<file path="config.mk">
export PLATFORM = sky130hd
export DESIGN_NAME = ddr_frame_burst_writer
export DESIGN_NICKNAME = d
export VERILOG_FILES = /design/src/rtl/ddr_frame_burst_writer.sv
export SDC_FILE = /design/constraint.sdc
export NUM_CORES = 1
export LEC_CHECK = 0
export ABC_AREA = 1
export CAP_MARGIN = 30
export CORE_ASPECT_RATIO = 1.75
export CORE_UTILIZATION = 50
export CTS_CLUSTER_DIAMETER = 120
export DETAILED_ROUTE_END_ITERATION = 6
export PLACE_DENSITY = 0.86
export SLEW_MARGIN = 25
export SYNTH_ARGS = -nofsm -noshare
export SYNTH_HDL_FRONTEND = slang
export SYNTH_SLANG_ARGS = --single-unit
</file>
<file path="constraint.sdc">
create_clock -name clk_100 -period 6.8 [get_ports clk_100]
set_input_delay 1.7 -clock clk_100 [delete_from_list [all_inputs] [get_ports clk_100]]
set_output_delay 1.7 -clock clk_100 [all_outputs]
set_load 0.02 [all_outputs]
</file>
<file path="src/rtl/ddr_frame_burst_writer.sv">
// Packs a video word stream into fixed-length DDR write bursts tagged with burst address and flags,
// rotating over NUM_BUF frame buffers and zero-padding frames that are cut short.
module ddr_frame_burst_writer #(
  parameter int DATA_W           = 64,
  parameter int ADDR_W           = 29,
  parameter int BURST_LEN        = 32,
  parameter int BURSTS_PER_FRAME = 3600,
  parameter int NUM_BUF          = 3,
  parameter int BI_W             = 3
) (
  input  logic                        clk_100,
  input  logic                        reset_n,
  input  logic                        start_frame,
  input  logic                        valid_data_ddr,
  input  logic [DATA_W-1:0]           data_ddr,
  input  logic [NUM_BUF*32-1:0]       reg_addr_buf,
  input  logic                        rd_lock_en,
  input  logic [BI_W-1:0]             rd_buf,
  output logic                        fifo_wr,
  output logic [DATA_W+ADDR_W+2:0]    data_fifo_frame,
  output logic                        end_frame,
  output logic                        last_burst,
  output logic [BI_W-1:0]             cur_buf,
  output logic [BI_W-1:0]             done_buf,
  output logic                        frame_err,
  output logic [15:0]                 drop_cnt
);

  localparam int WC_W = $clog2(BURST_LEN);
  localparam int BC_W = $clog2(BURSTS_PER_FRAME + 1);
  localparam int FW   = DATA_W + ADDR_W + 3;

  typedef enum logic [1:0] {IDLE = 2'd0, ACTIVE = 2'd1, PAD = 2'd2, DONE = 2'd3} state_t;

  state_t              state_r;
  logic [WC_W-1:0]     word_cnt_r;
  logic [BC_W-1:0]     burst_cnt_r;
  logic [ADDR_W-1:0]   addr_r;
  logic [BI_W-1:0]     cur_buf_r;
  logic [BI_W-1:0]     done_buf_r;
  logic [15:0]         drop_cnt_r;
  logic                fifo_wr_r;
  logic [FW-1:0]       data_fifo_frame_r;
  logic                end_frame_r;
  logic                frame_err_r;

  logic                last_word_s;
  logic                final_burst_s;
  logic                frame_end_s;
  logic                do_start_s;
  logic [BI_W-1:0]     nb_s;
  logic [ADDR_W-1:0]   base_s;
  logic                unused_s;

  // Round-robin successor, optionally stepping over the buffer the reader holds
  function automatic logic [BI_W-1:0] next_buf(input logic [BI_W-1:0] cur,
                                                input logic            lock,
                                                input logic [BI_W-1:0] rd);
    logic [BI_W-1:0] nb;
    nb = (cur >= BI_W'(NUM_BUF - 1)) ? {BI_W{1'b0}} : cur + BI_W'(1);
    if (lock && (NUM_BUF >= 3) && (nb == rd)) begin
      nb = (nb >= BI_W'(NUM_BUF - 1)) ? {BI_W{1'b0}} : nb + BI_W'(1);
    end
    return nb;
  endfunction

  assign last_word_s   = (word_cnt_r == WC_W'(BURST_LEN - 1));
  assign final_burst_s = (burst_cnt_r == BC_W'(BURSTS_PER_FRAME - 1));
  assign frame_end_s   = last_word_s & final_burst_s;
  assign nb_s          = next_buf(cur_buf_r, rd_lock_en, rd_buf);
  assign base_s        = reg_addr_buf[32*nb_s +: ADDR_W];
  assign unused_s      = ^reg_addr_buf;

  // Decide whether a new frame is launched this cycle
  always_comb begin
    do_start_s = 1'b0;
    case (state_r)
      IDLE, DONE: do_start_s = start_frame;
      ACTIVE:     do_start_s = start_frame &&
                               ((valid_data_ddr && frame_end_s) || (word_cnt_r == {WC_W{1'b0}}));
      PAD:        do_start_s = last_word_s;
      default:    do_start_s = 1'b0;
    endcase
  end

  // Frame FSM, counters and registered write-FIFO outputs
  always_ff @(posedge clk_100 or negedge reset_n) begin
    if (!reset_n) begin
      state_r           <= IDLE;
      word_cnt_r        <= {WC_W{1'b0}};
      burst_cnt_r       <= {BC_W{1'b0}};
      addr_r            <= {ADDR_W{1'b0}};
      cur_buf_r         <= {BI_W{1'b0}};
      done_buf_r        <= {BI_W{1'b0}};
      drop_cnt_r        <= 16'd0;
      fifo_wr_r         <= 1'b0;
      data_fifo_frame_r <= {FW{1'b0}};
      end_frame_r       <= 1'b0;
      frame_err_r       <= 1'b0;
    end else begin
      fifo_wr_r   <= 1'b0;
      end_frame_r <= 1'b0;
      frame_err_r <= 1'b0;
      case (state_r)
        IDLE, DONE: begin
          state_r <= state_r;
        end
        ACTIVE: begin
          if (start_frame && !(valid_data_ddr && frame_end_s)) begin
            // Abort: the word presented with the start is not taken
            frame_err_r <= 1'b1;
            state_r     <= PAD;
          end else if (valid_data_ddr) begin
            fifo_wr_r         <= 1'b1;
            data_fifo_frame_r <= {last_word_s, frame_end_s, 1'b0, addr_r, data_ddr};
            word_cnt_r        <= word_cnt_r + WC_W'(1);
            if (last_word_s) begin
              addr_r      <= addr_r + ADDR_W'(BURST_LEN);
              burst_cnt_r <= burst_cnt_r + BC_W'(1);
            end else begin
              addr_r      <= addr_r;
            end
            if (frame_end_s) begin
              end_frame_r <= 1'b1;
              done_buf_r  <= cur_buf_r;
              state_r     <= DONE;
            end else begin
              state_r     <= ACTIVE;
            end
          end else begin
            state_r <= ACTIVE;
          end
        end
        PAD: begin
          fifo_wr_r         <= 1'b1;
          data_fifo_frame_r <= {last_word_s, 1'b0, 1'b1, addr_r, {DATA_W{1'b0}}};
          word_cnt_r        <= word_cnt_r + WC_W'(1);
          if (valid_data_ddr && (drop_cnt_r != 16'hFFFF)) begin
            drop_cnt_r <= drop_cnt_r + 16'd1;
          end else begin
            drop_cnt_r <= drop_cnt_r;
          end
          frame_err_r <= start_frame;
        end
        default: state_r <= IDLE;
      endcase
      if (do_start_s) begin
        cur_buf_r   <= nb_s;
        addr_r      <= base_s;
        word_cnt_r  <= {WC_W{1'b0}};
        burst_cnt_r <= {BC_W{1'b0}};
        state_r     <= ACTIVE;
      end
    end
  end

  assign fifo_wr         = fifo_wr_r;
  assign data_fifo_frame = data_fifo_frame_r;
  assign end_frame       = end_frame_r;
  assign last_burst      = ((state_r == ACTIVE) || (state_r == PAD)) && final_burst_s;
  assign cur_buf         = cur_buf_r;
  assign done_buf        = done_buf_r;
  assign frame_err       = frame_err_r;
  assign drop_cnt        = drop_cnt_r;

endmodule

</file>
==> results of run 1 <==
-- layer usage --
layer,vias to the layer above,routed length [um],track usage
met2,350,13600,0.507
met4,0,1110,0.160
met5,-,0,0
li1,4233,-,-
met1,4066,9140,0.294
met3,77,1460,0.0455
-- worst paths after layout --
check / end / slack (ns) / cells past startpoint
worst max-delay path: burst_cnt_r[3]$_DFFE_PN0P_ / 2.20 / 8
max in group asynchronous: data_fifo_frame[36]$_DFFE_PN0P_ / 4.54 / 2
worst max register to register: burst_cnt_r[3]$_DFFE_PN0P_ / 3.09 / 11
min in group asynchronous: addr_r[0]$_DFFE_PN0P_ / 1.17 / 1
worst min-delay path: data_fifo_frame[87]$_DFFE_PN0P_ / 0.48 / 2
worst min register to register: data_fifo_frame[87]$_DFFE_PN0P_ / 0.48 / 2
-- cell type report --
class                           count  area, um2  share of cell area
Multi-Input combinational cell    827       4020               0.322
Timing Repair Buffer              289       2900               0.232
Clock inverter                     15        233              0.0186
Antenna cell                        1       2.50            0.000200
Clock buffer                       17        425              0.0340
Tap cell                          231        289              0.0231
Sequential cell                   169       4230               0.338
Inverter                          109        409              0.0327
-- synthesized netlist by cell type (2+ instances only) --
master	number
nor4_1	5
o21a_1	2
nor3_1	9
nor2_1	73
xor2_1	29
nand2_2	5
nor2_4	2
clkbuf_1	26
dfrtp_1	169
or2_2	2
buf_2	27
nor2_2	3
inv_1	108
nand3_1	118
nor3b_1	2
o31ai_1	2
mux2_2	14
mux2_1	3
a21oi_1	24
o21ai_1	3
nand2_1	364
buf_4	3
nand4_1	19
xnor2_1	8
o21ai_0	124
ha_1	9
-- worst min-delay path, stage by stage (launching register included) --
cell	delay, ns
dfrtp_1	0.34
nand2_1	0.05
o21ai_0	0.06
-- cells in the final DEF (no fill, tap or decap), types with 6 or more instances in the layout --
master,instances
nand2_1,364
buf_4,6
inv_1,107
o21ai_0,124
ha_1,9
clkdlybuf4s50_1,279
clkbuf_16,17
xor2_1,29
a21oi_1,24
nand3_1,118
dfrtp_1,169
xnor2_1,8
nand4_1,19
inv_6,7
nor2_1,72
nor3_1,9
mux2_2,14
-- kinds of logic (layout without fill, tap and decap cells) --
group | after synthesis | in the layout | share of synthesized area
AO/OA/AOI/OAI | 159 | 159 | 0.0916
XOR/XNOR | 37 | 37 | 0.0364
AND/OR/NAND/NOR | 605 | 605 | 0.287
multiplexers | 17 | 17 | 0.0215
adder cells (fa/ha/maj) | 9 | 9 | 0.0126
other | 0 | 1 | 0
buffers and inverters | 166 | 430 | 0.0759
flip-flops | 169 | 169 | 0.475
-- power groups by stage --
stage / logic, uW / registers (uW) / clock network [uW]
final: 3030 / 1730 / 1080
after global routing: 3350 / 1780 / 1130
after CTS: 3020 / 1720 / 1100
after detailed placement: 3000 / 1740 / 0
after global placement: 2890 / 1720 / 0
after floorplan: 1570 / 2030 / 0
-- sequential cells by signal (all words and copies together) (netlist names) --
name / cells
frame_err: 1
data_fifo_frame: 96
cur_buf: 3
word_cnt_r: 5
drop_cnt: 16
done_buf: 3
state_r: 2
fifo_wr: 1
burst_cnt_r: 12
end_frame: 1
addr_r: 29
-- metrics by stage --
stage	util	power, uW
floorplan	-	3600
global placement	0.676	4610
detailed placement	0.677	4740
CTS	0.715	5840
global route	0.717	6260
finish	0.717	5830
==> results.tsv, run 1 <==
metric	value	unit
run_status	finished clean	
period_needed	4.60	ns
p_comb_frac	0.519	
ys_types	35	
antenna_found_initial	1	
die_area	18400	um2
synth_top_cell_area_share	0.475	
drive_gt1_frac	0.0526	
regToRegStartpoint	word_cnt_r[0]$_DFFE_PN0P_	
via_per_inst	5.26	
routed_wl	25.3	mm
cp.required	7.12	ns
grt_max_degree	176	
dp_cells	1623	
die_w	103	um
fin_ws	2.20	ns
start_util	0.510	
internal_power	3250	uW
port-buffer-count	280	
post-place-ws	1.86	ns
synth_edf_count	0	
postRouteAntennaNets	0	
crit_chain	clkdlybuf4s50_1, nand4_2, o2111ai_1, nand3_1, nand2_1, buf_4, inv_1, o21a_1	
syn_nets	1339	
ios	290	
cts.sinks	169	
rsz0062_at_grt	no	
clkLatencyLatePin	0.43	ns
setup_viol_count_final	0	
setup.worst_path.start	valid_data_ddr	
place_hpwl	18.5	mm
slew_headroom	0.428	
seqPwrFrac	0.296	
power_frac_clock	0.185	
die_y	179	um
power_density	466	nW/um2
slowest_stage	clkdlybuf4s50_1	
ys_seq_area_frac	0.475	
route.detailed.drc	0	
core	17500	um2
synth.largest_area_cell	dfrtp_1	
ys_ff_latch	169	
end_kind	flip-flop	
stdcell_area	12500	um2
final_cells	1658	
fmax	217	MHz
placed_area	11800	um2
clk_pin_slew	0.07	ns
cts_setup_buffers	0	
postCtsResizedCells	0	
final_max_slew_viol_count	0	
leakage	0.00592	uW
path_max_fanout	25	
layout.nets	1590	
cts_buffers	17	
synth_flop_cell	dfrtp_1	
critPathArrivalTime	4.93	ns
cts_tree	yes	
critical-path-top-delay-family	simple AND/OR/NAND/NOR gates	
synth_cells	1162	
startpoint_type	input pin	
skew	0.0106	ns
syn_avg_cell_area	7.66	um2
hold_path.class	flip-flop to flip-flop	
tns	0	ns
num_rows	64	
p_sw	2580	uW
fin_crit_sh	0.677	
drt_iter0_drc	533	
tightest_slew	0.856	ns
clockBufferDepth	2	
yosysWarnings	0	
maxCapViolations	0	
grt_use_total	0.278	
cp_num_buf_inv	3	
vias	8726	
nFillCells	1375	
p_sw_frac	0.442	
wl_per_cell	15.3	um
drt-pass1-iter-count	6	
critical-path-max-stage-delay	0.69	ns
synthArstFlopShare	1.00	
synthTopCellsByArea	dfrtp_1 (47%), nand2_1 (15%), o21ai_0 (7.0%), nand3_1 (6.6%), inv_1 (4.6%)	
netlist_area	8900	um2
grt_first_pass_wirelength	39.4	mm
min-delay-start	data_fifo_frame[87]$_DFFE_PN0P_	
hold_viol_final	0	
worstSetupPathType	input pin to flip-flop	
grt_pass1_vias	8353	
grt_overflow	0	
syn_to_final_growth	40.5	%
ctsHoldBuffers	0	
cts-htree-levels	4	
holdWs	0.480	ns
vdd.ir_drop.worst	382	uV
root_buffer	clkbuf_16	
finalWeightedCongestion	0.996	
No activity file was read; power rests on OpenSTA's default activity.
==> run 2: changes to the inputs <==
Settings changed: CORE_UTILIZATION 50 to 42, PLACE_DENSITY 0.86 to 0.77.
Clock period 6.8 ns to 3.9 ns, I/O delays scaled along.
==> run 2 against run 1 <==
  * The run now ends with design-rule violations left
  * Via count shrank 2.6%
  * Cell area is 0.55% lower
  * Core utilization shrank 12 points
  * Critical path type is now flip-flop to primary output
  * Highest routed layer unchanged
==> results.tsv, run 2 (same netlist as run 1, synthesis figures left out) <==
metric	value	unit	change
grtUsageMet2	0.437		-0.0696
run_status	finished, violations left		
cts_tree	yes		
fin_crit_sh	0.814		
drt-pass1-iter-count	7		+1
critical-path-max-stage-delay	0.61	ns	-0.08 ns
slew_headroom	0.476		+0.0486
clockBufferDepth	2		unchanged
cts.sinks	169		unchanged
clk_pin_slew	0.06	ns	about the same
ctsHoldBuffers	0		unchanged
hold_path.class	input pin to async pin		
slowest_stage	clkdlybuf4s50_1		
path_max_fanout	3		-88%
largest_reg_flops	96		unchanged
start_util	0.427		-0.0829
grt.met3_usage	0.0368		-0.00866
post-route-util	0.597		-0.120
crit_chain	ha_1, nand3_1, nor2_2, nand2_1, nor2_1, clkdlybuf4s50_1		
hold_viol_final	0		unchanged
cts_setup_buffers	0		unchanged
layout.nets	1596		+0.38%
place_hpwl	18.5	mm	about the same
rsz0062_at_grt	no		
antenna_found_initial	0		-1
postCtsResizedCells	0		unchanged
tns	0	ns	unchanged
die_area	21800	um2	+19%
final_max_slew_viol_count	0		unchanged
antennaDiodeCount	0		-1
cts_buffers	17		unchanged
postRouteAntennaNets	0		unchanged
setup_viol_count_final	0		unchanged
die_y	195	um	+9.0%
period_needed	3.17	ns	
final_cell_mix	nand2_1 (364), clkdlybuf4s50_1 (279), dfrtp_1 (169)		
grt.busiest_layer	met2		
fmax	315	MHz	
grt_pass1_vias	8469		+1.4%
cp.required	2.92	ns	-4.20 ns
vdd.ir_drop.worst	633	uV	+66%
root_buffer	clkbuf_16		
tightest_slew	0.784	ns	-0.0724 ns
drt_iter0_drc	619		+16%
power_density	790	nW/um2	+70%
ios	290		unchanged
core	20800	um2	+19%
maxCapViolations	0		unchanged
die_w	112	um	+8.9%
grt_overflow	0		unchanged
cp_num_buf_inv	1		-2
leakage	0.00587	uW	-0.83%
finalWeightedCongestion	0.918		-7.9%
cts-htree-levels	4		unchanged
clkLatencyLatePin	0.43	ns	about the same
drive_gt1_frac	0.0517		-0.000883
wl_per_cell	14.7	um	-3.6%
via_per_inst	5.05		-4.0%
grt_max_degree	102		-42%
vias	8500		-2.6%
routed_wl	24.8	mm	-2.1%
end_kind	primary output		
route.detailed.drc	26		+26
startpoint_type	flip-flop		
met1_usage	0.251		-0.0433
worstSetupPathType	flip-flop to primary output		
grt_use_total	0.233		-0.0445
skew	0.00937	ns	-0.00127 ns
grt_first_pass_wirelength	40.9	mm	+3.7%
num_rows	70		+9.4%
violations	design-rule violations		
critical-path-top-delay-family	buffers and inverters		
critPathArrivalTime	2.20	ns	-2.73 ns
power.total	9830	uW	+69%
syn_to_final_growth	39.7	%	
layout_commonest_cell	nand2_1		
port-buffer-count	280		unchanged
## run 2: worst reg2reg max path, stage by stage (launching register included)
cell and delay, ns:
dfrtp_1 0.39, ha_1 0.19, nand2_1 0.07, nor2_1 0.11
ha_1 0.29, nand4_2 0.20, nand2_1 0.09, nand2_1 0.06
nand2_1 0.08, nand2_1 0.28, nor2_2 0.35, buf_4 0.32
nand2_1 0.13, nand2_1 0.07, nand2_1 0.05, nand2_1 0.07
## run 2: cell type report
cell class              instances  area [um2]
flip-flops and latches        169        4230
well taps                     252         315
clock inverters                 6        42.5
inverters                     109         409
fillers                      1888        8400
multi-input cells             827        4010
repair buffers                295        2950
clock buffers                  25         485
## run 2: worst paths after layout
check,start,depth (start not counted),end,slack (ns)
min in group clk_100,data_fifo_frame[27]$_DFFE_PN0P_,2,data_fifo_frame[27]$_DFFE_PN0P_,0.48
setup / recovery,burst_cnt_r[0]$_DFFE_PN0P_,6,last_burst,0.73
hold / removal,reset_n,1,data_fifo_frame[65]$_DFFE_PN0P_,0.42
setup reg to reg,word_cnt_r[0]$_DFFE_PN0P_,15,addr_r[25]$_DFFE_PN0P_,1.10
hold reg to reg,data_fifo_frame[27]$_DFFE_PN0P_,2,data_fifo_frame[27]$_DFFE_PN0P_,0.48
max in group asynchronous,reset_n,2,data_fifo_frame[58]$_DFFE_PN0P_,2.64
## run 2: power by group
part	internal, uW	switching (uW)	leakage [uW]	total (uW)
Clock	861	676	0.000242	1540
Sequential	2480	530	0.00214	3010
Combinational	2090	3200	0.00349	5290
Total	5430	4410	0.00587	9830
## run 2: per-stage QoR
step	instance area (um2)	hold slack [ns]	setup WS [ns]	instances
CTS	12400	0.412	0.667	1683
global route	12400	0.428	0.573	1683
global placement	11900	0.459	0.579	1652
floorplan	8900	0.442	1.55	1162
detailed placement	11900	0.466	0.572	1652
finish	12400	0.420	0.727	1683
## run 2: metal layers
metal | share of wire | wire [um] | vias up
met4 | 0.034 | 853 | 0
li1 | - | - | 4251
met2 | 0.54 | 13300 | 282
met1 | 0.38 | 9380 | 3912
met3 | 0.050 | 1230 | 55
met5 | 0 | 0 | -
